==> src/rtl/pipe_stage_buf.sv <==
// pipe_stage_buf -- two-entry skid buffer between pipeline stages.
//
// The buffer holds up to two entries: a main register and a skid register.
// Each entry is a control bundle plus a flat multi-channel payload. The head
// entry is always in main. When the stage is empty, the output control and
// payload are zero, so an empty slot looks like a bubble downstream. A flush
// kills every held entry and the same-cycle input. A bubble request blocks
// new input for that cycle, but the head can still drain.
//
// Ports
//   clk_i        : clock; all state changes on its rising edge
//   rst_n        : asynchronous active-low reset
//   in_valid_i   : upstream presents an entry
//   in_ready_o   : buffer can take an entry (registered, low only when full)
//   ctrl_i       : upstream control bundle, CTRL_W bits
//   data_i       : upstream payload, channel k at [k*DATA_W +: DATA_W]
//   out_valid_o  : head entry valid
//   out_ready_i  : downstream takes the head entry
//   ctrl_o       : head control bundle, zero when out_valid_o is low
//   data_o       : head payload, zero when out_valid_o is low
//   flush_i      : kill all held and incoming entries
//   bubble_i     : refuse input this cycle
//
// Optional feature, macro PIPE_STAGE_PERF_EN:
//   stall_cnt_o  : saturating count of cycles with out_valid_o=1 and out_ready_i=0
//   bubble_cnt_o : saturating count of cycles with bubble_i=1 or flush_i=1

module pipe_stage_buf #(
  parameter int CTRL_W = 11,
  parameter int DATA_W = 16,
  parameter int NUM_CH = 5
) (
  input  logic                     clk_i,
  input  logic                     rst_n,
  input  logic                     in_valid_i,
  output logic                     in_ready_o,
  input  logic [CTRL_W-1:0]        ctrl_i,
  input  logic [NUM_CH*DATA_W-1:0] data_i,
  output logic                     out_valid_o,
  input  logic                     out_ready_i,
  output logic [CTRL_W-1:0]        ctrl_o,
  output logic [NUM_CH*DATA_W-1:0] data_o,
  input  logic                     flush_i,
  input  logic                     bubble_i
`ifdef PIPE_STAGE_PERF_EN
  ,
  output logic [15:0]              stall_cnt_o,
  output logic [15:0]              bubble_cnt_o
`endif
);

  localparam int PAY_W = NUM_CH * DATA_W;
  localparam int ENT_W = CTRL_W + PAY_W;

  typedef enum logic [1:0] {
    ST_EMPTY = 2'd0,
    ST_ONE   = 2'd1,
    ST_TWO   = 2'd2
  } state_t;

  state_t             state_r, state_nxt_s;
  logic [ENT_W-1:0]   main_r, main_nxt_s;
  logic [ENT_W-1:0]   skid_r, skid_nxt_s;
  logic               out_valid_r;
  logic               in_ready_r;
  logic               acc_s;
  logic               tk_s;
  logic [ENT_W-1:0]   in_ent_s;

  assign in_ent_s = {ctrl_i, data_i};
  assign acc_s    = in_valid_i & in_ready_r & ~bubble_i & ~flush_i;
  assign tk_s     = out_valid_r & out_ready_i;

  // Next-state and register-content selection for the two-entry buffer.
  always_comb begin
    state_nxt_s = state_r;
    main_nxt_s  = main_r;
    skid_nxt_s  = skid_r;
    case (state_r)
      ST_EMPTY: begin
        if (acc_s) begin
          main_nxt_s  = in_ent_s;
          state_nxt_s = ST_ONE;
        end else begin
          state_nxt_s = ST_EMPTY;
        end
      end
      ST_ONE: begin
        if (acc_s && tk_s) begin
          main_nxt_s  = in_ent_s;
          state_nxt_s = ST_ONE;
        end else if (acc_s) begin
          skid_nxt_s  = in_ent_s;
          state_nxt_s = ST_TWO;
        end else if (tk_s) begin
          // Clearing main keeps the outputs at zero while the stage is empty.
          main_nxt_s  = {ENT_W{1'b0}};
          state_nxt_s = ST_EMPTY;
        end else begin
          state_nxt_s = ST_ONE;
        end
      end
      ST_TWO: begin
        if (tk_s) begin
          main_nxt_s  = skid_r;
          skid_nxt_s  = {ENT_W{1'b0}};
          state_nxt_s = ST_ONE;
        end else begin
          state_nxt_s = ST_TWO;
        end
      end
      default: begin
        main_nxt_s  = {ENT_W{1'b0}};
        skid_nxt_s  = {ENT_W{1'b0}};
        state_nxt_s = ST_EMPTY;
      end
    endcase
    // A flush overrides every other decision above.
    if (flush_i) begin
      main_nxt_s  = {ENT_W{1'b0}};
      skid_nxt_s  = {ENT_W{1'b0}};
      state_nxt_s = ST_EMPTY;
    end else begin
      state_nxt_s = state_nxt_s;
    end
  end

  // State, entry storage and registered handshake flags.
  always_ff @(posedge clk_i or negedge rst_n) begin
    if (!rst_n) begin
      state_r     <= ST_EMPTY;
      main_r      <= {ENT_W{1'b0}};
      skid_r      <= {ENT_W{1'b0}};
      out_valid_r <= 1'b0;
      in_ready_r  <= 1'b1;
    end else begin
      state_r     <= state_nxt_s;
      main_r      <= main_nxt_s;
      skid_r      <= skid_nxt_s;
      out_valid_r <= (state_nxt_s != ST_EMPTY);
      in_ready_r  <= (state_nxt_s != ST_TWO);
    end
  end

  // main is held at zero whenever the stage is empty, so it drives the outputs directly.
  assign out_valid_o = out_valid_r;
  assign in_ready_o  = in_ready_r;
  assign ctrl_o      = main_r[ENT_W-1:PAY_W];
  assign data_o      = main_r[PAY_W-1:0];

`ifdef PIPE_STAGE_PERF_EN
  logic [15:0] stall_cnt_r;
  logic [15:0] bubble_cnt_r;

  function automatic logic [15:0] sat_inc16(input logic [15:0] val);
    if (val == 16'hFFFF) begin
      return 16'hFFFF;
    end else begin
      return val + 16'd1;
    end
  endfunction

  // Saturating performance counters for output stalls and bubble/flush cycles.
  always_ff @(posedge clk_i or negedge rst_n) begin
    if (!rst_n) begin
      stall_cnt_r  <= 16'd0;
      bubble_cnt_r <= 16'd0;
    end else begin
      if (out_valid_r && !out_ready_i) begin
        stall_cnt_r <= sat_inc16(stall_cnt_r);
      end
      if (bubble_i || flush_i) begin
        bubble_cnt_r <= sat_inc16(bubble_cnt_r);
      end
    end
  end

  assign stall_cnt_o  = stall_cnt_r;
  assign bubble_cnt_o = bubble_cnt_r;
`endif

endmodule

==> config.mk <==
export PLATFORM = sky130hd
export DESIGN_NAME = pipe_stage_buf
export DESIGN_NICKNAME = d
export VERILOG_FILES = /design/src/rtl/pipe_stage_buf.sv
export SDC_FILE = /design/constraint.sdc
export NUM_CORES = 1
export LEC_CHECK = 0
export CORE_UTILIZATION = 47
export CTS_CLUSTER_SIZE = 16
export DETAILED_ROUTE_END_ITERATION = 16
export GPL_TIMING_DRIVEN = 0
export PLACE_DENSITY = 0.77
export SETUP_SLACK_MARGIN = 0.02
export SYNTH_ARGS = -nofsm -noshare
export SYNTH_HDL_FRONTEND = slang
export SYNTH_SLANG_ARGS = --single-unit
==> constraint.sdc <==
create_clock -name clk_i -period 2.05 [get_ports clk_i]
set_input_delay 0.5125 -clock clk_i [delete_from_list [all_inputs] [get_ports clk_i]]
set_output_delay 0.5125 -clock clk_i [all_outputs]
set_load 0.005 [all_outputs]
==> results by group <==
Outcome
  – Status: complete, but fails checks
  – Failing checks: setup timing

Setup path
  – Startpoint type of the worst setup path: flop
  – CP Class: flop to flop
  – Crit Reg-Reg Endpoint: main_r[19]
  – Slowest stage cell, crit path: dfstp_2
  – Worst Reg-to-Reg Cells: 7
  – CP startpoint: in_ready_o
  – R2R setup slack: -0.14 ns
  – CP arrival: 2.54 ns
  – Data required, critical path: 2.39 ns
  – Critical Path Sink Type: flop
  – Crit-path cells: nand3b_1 -> buf_6 -> a311o_1 -> and2_4 -> clkbuf_16 -> buf_12 -> a211oi_2
  – Critical path endpoint: main_r[19]
  – Critical R2R Launch: in_ready_o
  – Worst path max stage delay: around 0.55 ns
  – Critical Path Fanout Max: 10

Clock network
  – CTS Buf Count: 17
  – Worst-path clk slew: ~0.070 ns
  – CTS root buf: clkbuf_16
  – Worst-Skew Late Latency: 0.44 ns
  – Hold-fix buffers, CTS: 0
  – CTS sink count: ~190
  – Clock Path Buffers: 2
  – H-tree Lvls: 4
  – CTS tree: yes

Floorplanning
  – Number of I/O pins: 190
  – Full die area: 20600 um^2
  – DIE WIDTH: 143 um
  – Core area: 19500 um^2
  – Die Height: between 100 and 150 um
  – Starting Density: 0.481
  – Row count: between 50 and 60

Power
  – Lkg Pwr: around 5.3 nW
  – Power density over the cells: 779 nW/um^2
  – VDD IR max: ~560 uV

Layout
  – Post-Layout Cell Count: between 1000 and 1500
  – Layout Area Growth over Synthesis: 38.1%
  – Nets: 1171
  – Layout cell share with drive strength beyond 1: 0.222
  – # diodes: 0

Synthesis
  – Mapped Nets: 950
  – Yosys warnings: 0
  – Synth top area cells: dfrtp_1 49%, a211oi_2 12%, a21oi_1 9.8%, mux2i_1 9.6%, a22o_1 8.5%
  – Post-synth EDFFs: 0
  – Cells after synthesis: 851
  – Flops & latches, synth: approximately 190
  – Yosys top cell area share: 0.493
  – Yosys top cell by area: dfrtp_1
  – Post-Syn Area: 9390 um^2
  – Top cells by count, synth: 185 x dfrtp_1, 184 x a21oi_1, 93 x nor2_1, 91 x a22o_1
  – Post-synth top flop: dfrtp_1
  – Sequential share of the synthesized area: 0.496
  – Most frequent cell after synthesis: dfrtp_1
  – Syn Area/Cell: 11.0 um^2
  – Asr flop ratio synth: 1.00
  – Yosys cell types: 28

STA
  – Slew Viols, Final: 0
  – Endpoints failing hold: 0
  – Worst Slack Setup Final: -0.145 ns
  – RSZ-0062 raised after global routing: true
  – Setup Viol. Count Final: 138
  – Worst Tran Pin Value: 0.794 ns
  – Tcrit/Tclk final: 1.07
  – Setup TNS: -11.09 ns
  – Final min period: 2.19 ns
  – Max frequency: about 460 MHz
  – Final Skew: between 0.015 and 0.02 ns
  – Rel. slew slack: 0.471

Detailed routing
  – Final ANT Viol Nets: 0
  – Routed wire length: 26.7 mm
  – Pre-antenna DRT Iters: 5
  – 1st-iter DRT viols: between 400 and 500
  – DR vias: 7888
  – Drt drc: 0
  – WL per Instance: 19.8 um
  – Routed vias/inst: ~5.8

GRT
  – First-pass GRT wire length: roughly 42 mm
  – Global route total overflow: 0
  – Number of global-route vias before repair: between 7000 and 8000
  – GRT Total Usage: 0.262
  – Largest net degree at the start of global routing: 101
  – Initial antenna violation count: 1

Hold path
  – Min-Delay Path Class: input pin to async pin

Placed design
  – DPL Wire Length: 17.3 mm
  – Placer Congestion: 0.820
  – IO Port Bufs: 188
  – Placed insts: 1305

Flow run
  – Max Cap Viol: 0
-- per-layer routing --
| layer | share of wire | track usage | wire length [um] |
|---|---|---|---|
| met5 | 0 | 0 | 0 |
| met1 | 0.44 | 0.368 | 11800 |
| met2 | 0.48 | 0.416 | 12900 |
| met3 | 0.062 | 0.0440 | 1650 |
| met4 | 0.011 | 0.0778 | 302 |
-- worst min-delay path by stage --
stage	cells after the start	to	startpoint	slack (ns)
finish	1	skid_r[30]	rst_n	0.12
global route	1	skid_r[30]	rst_n	0.18
CTS	1	skid_r[30]	rst_n	0.15
detailed placement	1	skid_r[0]	skid_r[0]	0.49
global placement	1	skid_r[79]	skid_r[79]	0.49
floorplan	0	main_r[0]	rst_n	0.22
-- per-stage QoR --
step	area (um^2)	hold WS (ns)	util	power (mW)	setup WS, ns
5_1_grt	13000	0.183	0.664	10.5	-0.173
3_5_place_dp	11700	0.491	0.600	6.37	-1.06
3_3_place_gp	11700	0.488	0.598	6.33	-7.41
6_report	13000	0.124	0.664	10.1	-0.145
2_1_floorplan	9460	0.217	-	5.30	0.0315
4_1_cts	12600	0.149	0.647	9.99	-0.0592
-- report_power, final --
part / internal [mW] / switching (mW)
Sequential: 3.93 / 0.180
Clock: 1.97 / 1.57
Combinational: 1.26 / 1.18
Total: 7.16 / 2.94
-- area by class of cell --
cell class	instances	area, um^2
Fill cell	1503	6550
Sequential cell	186	4660
Multi-Input combinational cell	571	4390
Timing Repair Buffer	202	2110
Buffer	91	848
Clock buffer	17	425
Tap cell	265	332
Clock inverter	15	201
Inverter	3	11.3
-- what timing repair did --
item                                    CTS  global route
gates resized for setup                  66            67
endpoints found under the setup margin  185           181
cloned                                    2             6
buffers inserted                          5             0
pin swaps                                 3             8
-- critical path, delay by kind of cell (launching register included) --
family	cells	cell delay, ns
AOI/OAI and AO/OA	2	0.58
buffers and inverters	3	0.56
DFF	1	0.55
and+or+nand+nor	2	0.42
-- cell families (layout without fill, tap and decap cells) --
logic type	after synthesis	after routing	synth area share
AOI/OAI and AO/OA	372	372	0.308
adders and majority gates	2	2	0.00266
buffers and inverters	94	328	0.0509
DFF	186	186	0.496
muxes	90	90	0.0959
and+or+nand+nor	107	107	0.0465
-- cell usage in the layout (no fill, tap or decap), drive strengths merged, types with 2 or more instances in the layout --
master and count:
clkbuf 49, ha 2, nand3 2, bufinv 3, dfrtp 185, o21ai 2
a21oi 184, inv 12, clkdlybuf4s50 187, buf 74, nand2b 3, clkinv 2
mux2i 90, a22o 91, nor2 93, nor2b 2, nand2 3, a211oi 91
-- flip-flops by register name (all words and copies together), names as in the netlist --
register	flops
main_r	91
skid_r	91
out_valid_o	1
in_ready_o	1
state_r	2
No activity file was read; power rests on OpenSTA's default activity.
